--- src/rtl/wb_regfile.sv ---
// Writeback stage: selects the retiring value, updates the 16x16 register file,
// serves two bypassed read ports, and tracks halt retirement and instruction count.
module wb_regfile #(
    parameter int NREG = 16,
    parameter int DW   = 16
) (
    input  logic                    clk,
    input  logic                    rst_n,
    input  logic                    RegWrite,
    input  logic                    MemtoReg,
    input  logic                    PCS,
    input  logic                    HALT,
    input  logic [DW-1:0]           ALU_Out,
    input  logic [DW-1:0]           DataMem,
    input  logic [DW-1:0]           PC_Inc,
    input  logic [$clog2(NREG)-1:0] Rd,
    input  logic [$clog2(NREG)-1:0] SrcReg1,
    input  logic [$clog2(NREG)-1:0] SrcReg2,
    output logic [DW-1:0]           SrcData1,
    output logic [DW-1:0]           SrcData2,
    output logic [DW-1:0]           WB_Data,
    output logic                    WB_En,
    output logic                    Halted,
    output logic [15:0]             Retired
);

    logic [DW-1:0] regs [NREG];
    logic          halted_q;
    logic [15:0]   retired_q;
    logic          valid_instr;

    // PC+2 (link) wins over load data, which wins over the ALU result
    always_comb begin
        WB_Data = '0;
        if (PCS) begin
            WB_Data = PC_Inc;
        end else if (MemtoReg) begin
            WB_Data = DataMem;
        end else begin
            WB_Data = ALU_Out;
        end
    end

    assign valid_instr = RegWrite | MemtoReg | PCS | HALT;

    // A retiring HALT never writes, and nothing writes once halted or into R0
    assign WB_En = RegWrite & ~HALT & ~halted_q & (Rd != '0);

    always_comb begin
        SrcData1 = '0;
        if (SrcReg1 != '0) begin
            if (WB_En && (SrcReg1 == Rd)) begin
                SrcData1 = WB_Data;
            end else begin
                SrcData1 = regs[SrcReg1];
            end
        end
    end

    always_comb begin
        SrcData2 = '0;
        if (SrcReg2 != '0) begin
            if (WB_En && (SrcReg2 == Rd)) begin
                SrcData2 = WB_Data;
            end else begin
                SrcData2 = regs[SrcReg2];
            end
        end
    end

    // Reset takes priority so a write presented in the reset cycle is dropped
    always_ff @(posedge clk) begin
        if (rst_n) begin
            for (int i = 0; i < NREG; i++) begin
                regs[i] <= '0;
            end
        end else if (WB_En) begin
            regs[Rd] <= WB_Data;
        end
    end

    always_ff @(posedge clk) begin
        if (rst_n) begin
            halted_q <= 1'b0;
        end else if (HALT && !halted_q) begin
            halted_q <= 1'b1;
        end
    end

    // The HALT cycle itself still counts; the counter wraps freely
    always_ff @(posedge clk) begin
        if (rst_n) begin
            retired_q <= '0;
        end else if (!halted_q && valid_instr) begin
            retired_q <= retired_q + 16'd1;
        end
    end

    assign Halted  = halted_q;
    assign Retired = retired_q;

endmodule

--- config.mk ---
export PLATFORM = sky130hd
export DESIGN_NAME = wb_regfile
export DESIGN_NICKNAME = d
export VERILOG_FILES = /design/src/rtl/wb_regfile.sv
export SDC_FILE = /design/constraint.sdc
export NUM_CORES = 1
export LEC_CHECK = 0
export CAP_MARGIN = 20
export CORE_UTILIZATION = 53
export CTS_BUF_LIST = sky130_fd_sc_hd__clkbuf_2
export DETAILED_ROUTE_END_ITERATION = 6
export PLACE_DENSITY = 0.74
export SYNTH_ARGS = -nofsm -noshare
export SYNTH_HDL_FRONTEND = slang
export SYNTH_SLANG_ARGS = --single-unit
--- constraint.sdc ---
create_clock -name clk -period 3.8 [get_ports clk]
set_clock_uncertainty 0.2 [all_clocks]
set_input_delay 0.38 -clock clk [delete_from_list [all_inputs] [get_ports clk]]
set_output_delay 0.38 -clock clk [all_outputs]
set_load 0.02 [all_outputs]
; Word-level counts from Yosys, hierarchy flattened
; Memories as Yosys holds them, arrays and structs flattened.
; Index checks and enable logic that the tools add are counted.
[totals]
input_bits = 66
wordCells = 37
ram_bits = 256
output_inout_bits = 66
memories = 1
reg_bits = 17
[classes]
reduce_logical = 9
eq_ne = 2
muxes = 14
add_sub_neg = 1
n_bitwise = 8
[mem_list]
columns = memory, depth, word_bits, read_ports, rd_ports_with_merged_regs, wr, line
row1 = regs, 16, 16, 2, 0, 16, 27  ; logic [DW-1:0] regs [NREG];
[ops]
columns = cell, n
row1 = $mux W16, 7
row2 = $add A16 B1 Y16 const B, 1
row3 = $reduce_or A16 Y1, 1
row4 = $reduce_bool A4 Y1, 3
row5 = $eq A4 B4 Y1, 2
row6 = $mux W1, 6
row7 = $logic_and A1 B1 Y1, 4
row8 = $mux W4, 1
row9 = $and A1 B1 Y1, 3
row10 = $or A1 B1 Y1, 3
row11 = $not A1 Y1, 2
row12 = $logic_not A1 Y1, 1

; Longest topological paths before layout
[logic_depth]
ltp_word = 9
mapped_depth = 8
mapped_depth_nobuf = 5

; Worst setup path after synthesis
; No wires, ideal clock.
[synth_path]
kind = input to output
startpoint = in SrcReg2[2]
endpoint = out SrcData2[10]
path_stages = 7
arrival_time_ps = 1957
n_path_buf = 3
required_time_ps = 3220
slack_ps = 1263
path_cell_list = buf_2 or3b_2 clkbuf_1 buf_2 o22ai_1 a211oi_1 a31oi_1
[synth_via]
elab_chain_len = 4
elab_cells_between_ends = 6
classes_between = eq/ne (1) / mux (2) / reduce/logical (2) / memory (1)
[synth_rtl]
columns = item, line
row1 = "start, declared", 18  ; input logic [$clog2(NREG)-1:0] SrcReg2,
row2 = "parallel branches: the longest is 3 deep, another holds $mem_v2 Z16 W16", n/a
row3 = $mux W16 (*), 62  ; if (SrcReg2 != '0) begin
row4 = "end, declared", 20  ; output logic [DW-1:0] SrcData2,
; Mark *: on every way between the ends.

==> results.json <==
{
  "clk_latency_ns": 0.82,
  "dr.pass1.iters": 5,
  "tightest_slew_ns": 0.651,
  "whs_ns": 0.260,
  "min_to": "Retired[1]$_SDFFE_PP0P_",
  "wirelength_mm": 47.8,
  "avgSynthCellArea_um2": 12.2,
  "synthesis.area_mm2": 0.0148,
  "min_path_cells": 4,
  "grt_pass1_vias": 11400,
  "fmax_ghz": 0.272,
  "crit_required_ns": 3.22,
  "reg2reg_slack_ns": 1.20,
  "ctsLongestPathBuffers": 3,
  "grt_overflow_total": 0,
  "cts_tree": "built",
  "grt_antenna_before_repair": 1,
  "post_drt_wl_per_cell_um": 26.0,
  "cpLargestDelayFamily": "multiplexers",
  "rsz0062_at_grt": "false",
  "timing.rr.start": "Halted$_SDFFE_PP0P_",
  "synth_commonest_cells": "edfxtp_1 (256), nor2_1 (250), mux2i_1 (144), mux4_2 (64), o22ai_1 (64)",
  "setup_tns_ns": 0,
  "synthFlopType": "edfxtp_1",
  "drc_errors": 0,
  "critPathMaxStageDelay_ns": 0.55,
  "maxCapViolCount": 0,
  "grt_pass1_wl_mm": 70.3,
  "dr.first_iter.drc_count": 1357,
  "power_leakage_nw": 6.68,
  "start_util": 0.544,
  "layout-drive-gt1-share": 0.205,
  "ant_nets": 0,
  "nets": 1481,
  "period_needed_ns": 3.68,
  "die_x_um": 169,
  "core_mm2": 0.0272,
  "crit_chain": "mux4_2, mux2_2, a211oi_2, a21oi_1, clkdlybuf4s50_1",
  "synth_area_leaders": "edfxtp_1 (52%), mux2i_1 (9.8%), mux4_2 (9.8%)",
  "critPathCaptureType": "output pin",
  "path_clk_slew_ns": 0.12,
  "clock_sinks": 273,
  "path_class": "reg2out",
  "slew_viol_final": 0,
  "yosysSeqAreaShare": 0.543,
  "yosysMostFrequentCell": "edfxtp_1",
  "worst-path-buf-inv": 1,
  "ys_seq_elements": 273,
  "postCtsSetupBuffers": 0,
  "ys_async_sr_fraction": 0,
  "dieArea_mm2": 0.0286,
  "n_fill_cell": 2205,
  "cts_buffers": 72,
  "synth_cells": 1216,
  "period_share": 0.968,
  "synth_enable_flop_cells": 256,
  "final_util": 0.643,
  "ff2ff_path_depth": 5,
  "synth.largest_area_cell": "edfxtp_1",
  "syn_to_final_growth_pct": 18.3,
  "cts_htree_levels": 3,
  "hp-start": "RegWrite",
  "setup_viol": 0,
  "worstPathArrival_ns": 3.10,
  "hpwl_mm": 33.2,
  "p_per_area_mw_per_mm2": 381,
  "slowest_stage": "clkdlybuf4s50_1",
  "root_buffer": "clkbuf_2",
  "pre_cts_ws_ns": 0.191,
  "hold_viol": 0,
  "status": "finished, final reports clean",
  "vias": 11700,
  "fin_ws_ns": 0.120,
  "fp.dieH_um": 169,
  "ys_warn_count": 0,
  "cp_max_fo": 2,
  "netlist.area_leader.share": 0.520,
  "r2r-end": "regs[7][5]$_SDFFCE_PN0P_",
  "grt_max_degree": 42,
  "via_per_inst": 6.37,
  "grt.total_usage": 0.340,
  "finalWeightedCongestion": 0.986,
  "hold_class": "in2reg",
  "row_count": 60,
  "slew_headroom": 0.565,
  "io_buffers": 131,
  "ir_drop_mv": 0.224,
  "ios": 132,
  "start_kind": "register",
  "synth.distinct_cells": 49
}
==> cell type report <==
| class | instances | area (um2) | share of cell area |
|---|---|---|---|
| Multi-Input combinational cell | 822 | 6200 | 0.355 |
| Inverter | 18 | 67.6 | 0.00387 |
| Clock inverter | 22 | 114 | 0.00651 |
| Timing Repair Buffer | 227 | 2090 | 0.119 |
| Sequential cell | 273 | 8030 | 0.459 |
| Clock buffer | 102 | 510 | 0.0292 |
| Antenna cell | 1 | 2.50 | 0.000143 |
| Tap cell | 372 | 465 | 0.0266 |
==> metrics by stage <==
step / std cells / power, W / area, um2
after floorplan: 1231 / 0.00416 / 14800
after global placement: 1710 / 0.00467 / 16800
after detailed placement: 1710 / 0.00469 / 16800
after CTS: 1836 / 0.00666 / 17500
after global routing: 1837 / 0.00688 / 17500
final: 1837 / 0.00666 / 17500
==> routing by layer <==
metal | global-route usage | up-vias | routed length, um
li1 | - | 5048 | -
met1 | 0.439 | 5726 | 17700
met2 | 0.535 | 775 | 22400
met3 | 0.0599 | 157 | 4840
met4 | 0.218 | 0 | 2840
met5 | 0 | - | 0
==> what timing repair did <==
| action | in CTS | in global routing |
|---|---|---|
| hold endpoints to repair | 3 | 0 |
| gates resized for setup | 4 | 2 |
| endpoints found under the setup margin | 32 | 13 |
| hold buffers | 2 | 0 |
==> cell usage in the layout (no fill, tap or decap), drive strengths merged, types with 5 or more instances in the layout <==
cell / Yosys / final
buf: 64 / 101
mux2i: 144 / 144
a211oi: 32 / 32
clkdlybuf4s50: 0 / 124
a21oi: 11 / 11
edfxtp: 256 / 256
a31oi: 30 / 30
nand2: 37 / 37
xnor2: 13 / 13
clkbuf: 54 / 102
o22ai: 64 / 64
nand3: 33 / 33
nor3b: 5 / 5
nand4: 7 / 7
o31ai: 37 / 37
or3b: 5 / 5
dfxtp: 17 / 17
or4: 6 / 6
o21a: 16 / 16
nor2: 250 / 250
mux4: 64 / 64
inv: 18 / 20
conb: 1 / 16
nand2b: 15 / 15
clkinv: 0 / 19
or3: 5 / 5
==> sequential cells by signal, indices dropped and copies added (netlist names) <==
signal / count
Halted: 1
Retired: 16
regs: 256
==> worst min-delay path, stage by stage <==
cell and delay [ns]:
clkdlybuf4s50_1 0.56, nor4_4 0.08, o21ai_0 0.15, a21oi_1 0.07
==> kinds of logic after synthesis <==
kind of cell    after synthesis  synth area share
simple gates                385             0.119
mux                         210             0.197
other cells                   1          0.000254
buf+inv                     136            0.0423
fa+ha+maj                     1          0.000847
compound gates              195            0.0892
xor+xnor                     15           0.00889
flops                       273             0.543
==> how the worst max path moves through the flow <==
stage | startpoint | endpoint | slack (ns) | cells after the start
after floorplan | SrcReg2[2] | SrcData2[10] | 1.26 | 7
after global placement | SrcReg1[3] | SrcData1[15] | 0.31 | 6
after detailed placement | SrcReg1[3] | SrcData1[0] | 0.19 | 8
after CTS | Halted$_SDFFE_PP0P_ | SrcData2[2] | 0.006 | 7
after global routing | Halted$_SDFFE_PP0P_ | SrcData2[2] | 0.05 | 6
final | regs[15][14]$_SDFFCE_PN0P_ | SrcData2[14] | 0.12 | 5
==> power breakdown <==
part	internal, W	leakage [nW]	total, W	switching [W]
Combinational	0.000488	3.45	0.00118	0.000693
Clock	0.000787	0.485	0.00201	0.00122
Sequential	0.00340	2.75	0.00347	0.0000691
Total	0.00467	6.68	0.00666	0.00198
(Power assumes the default switching activity.)
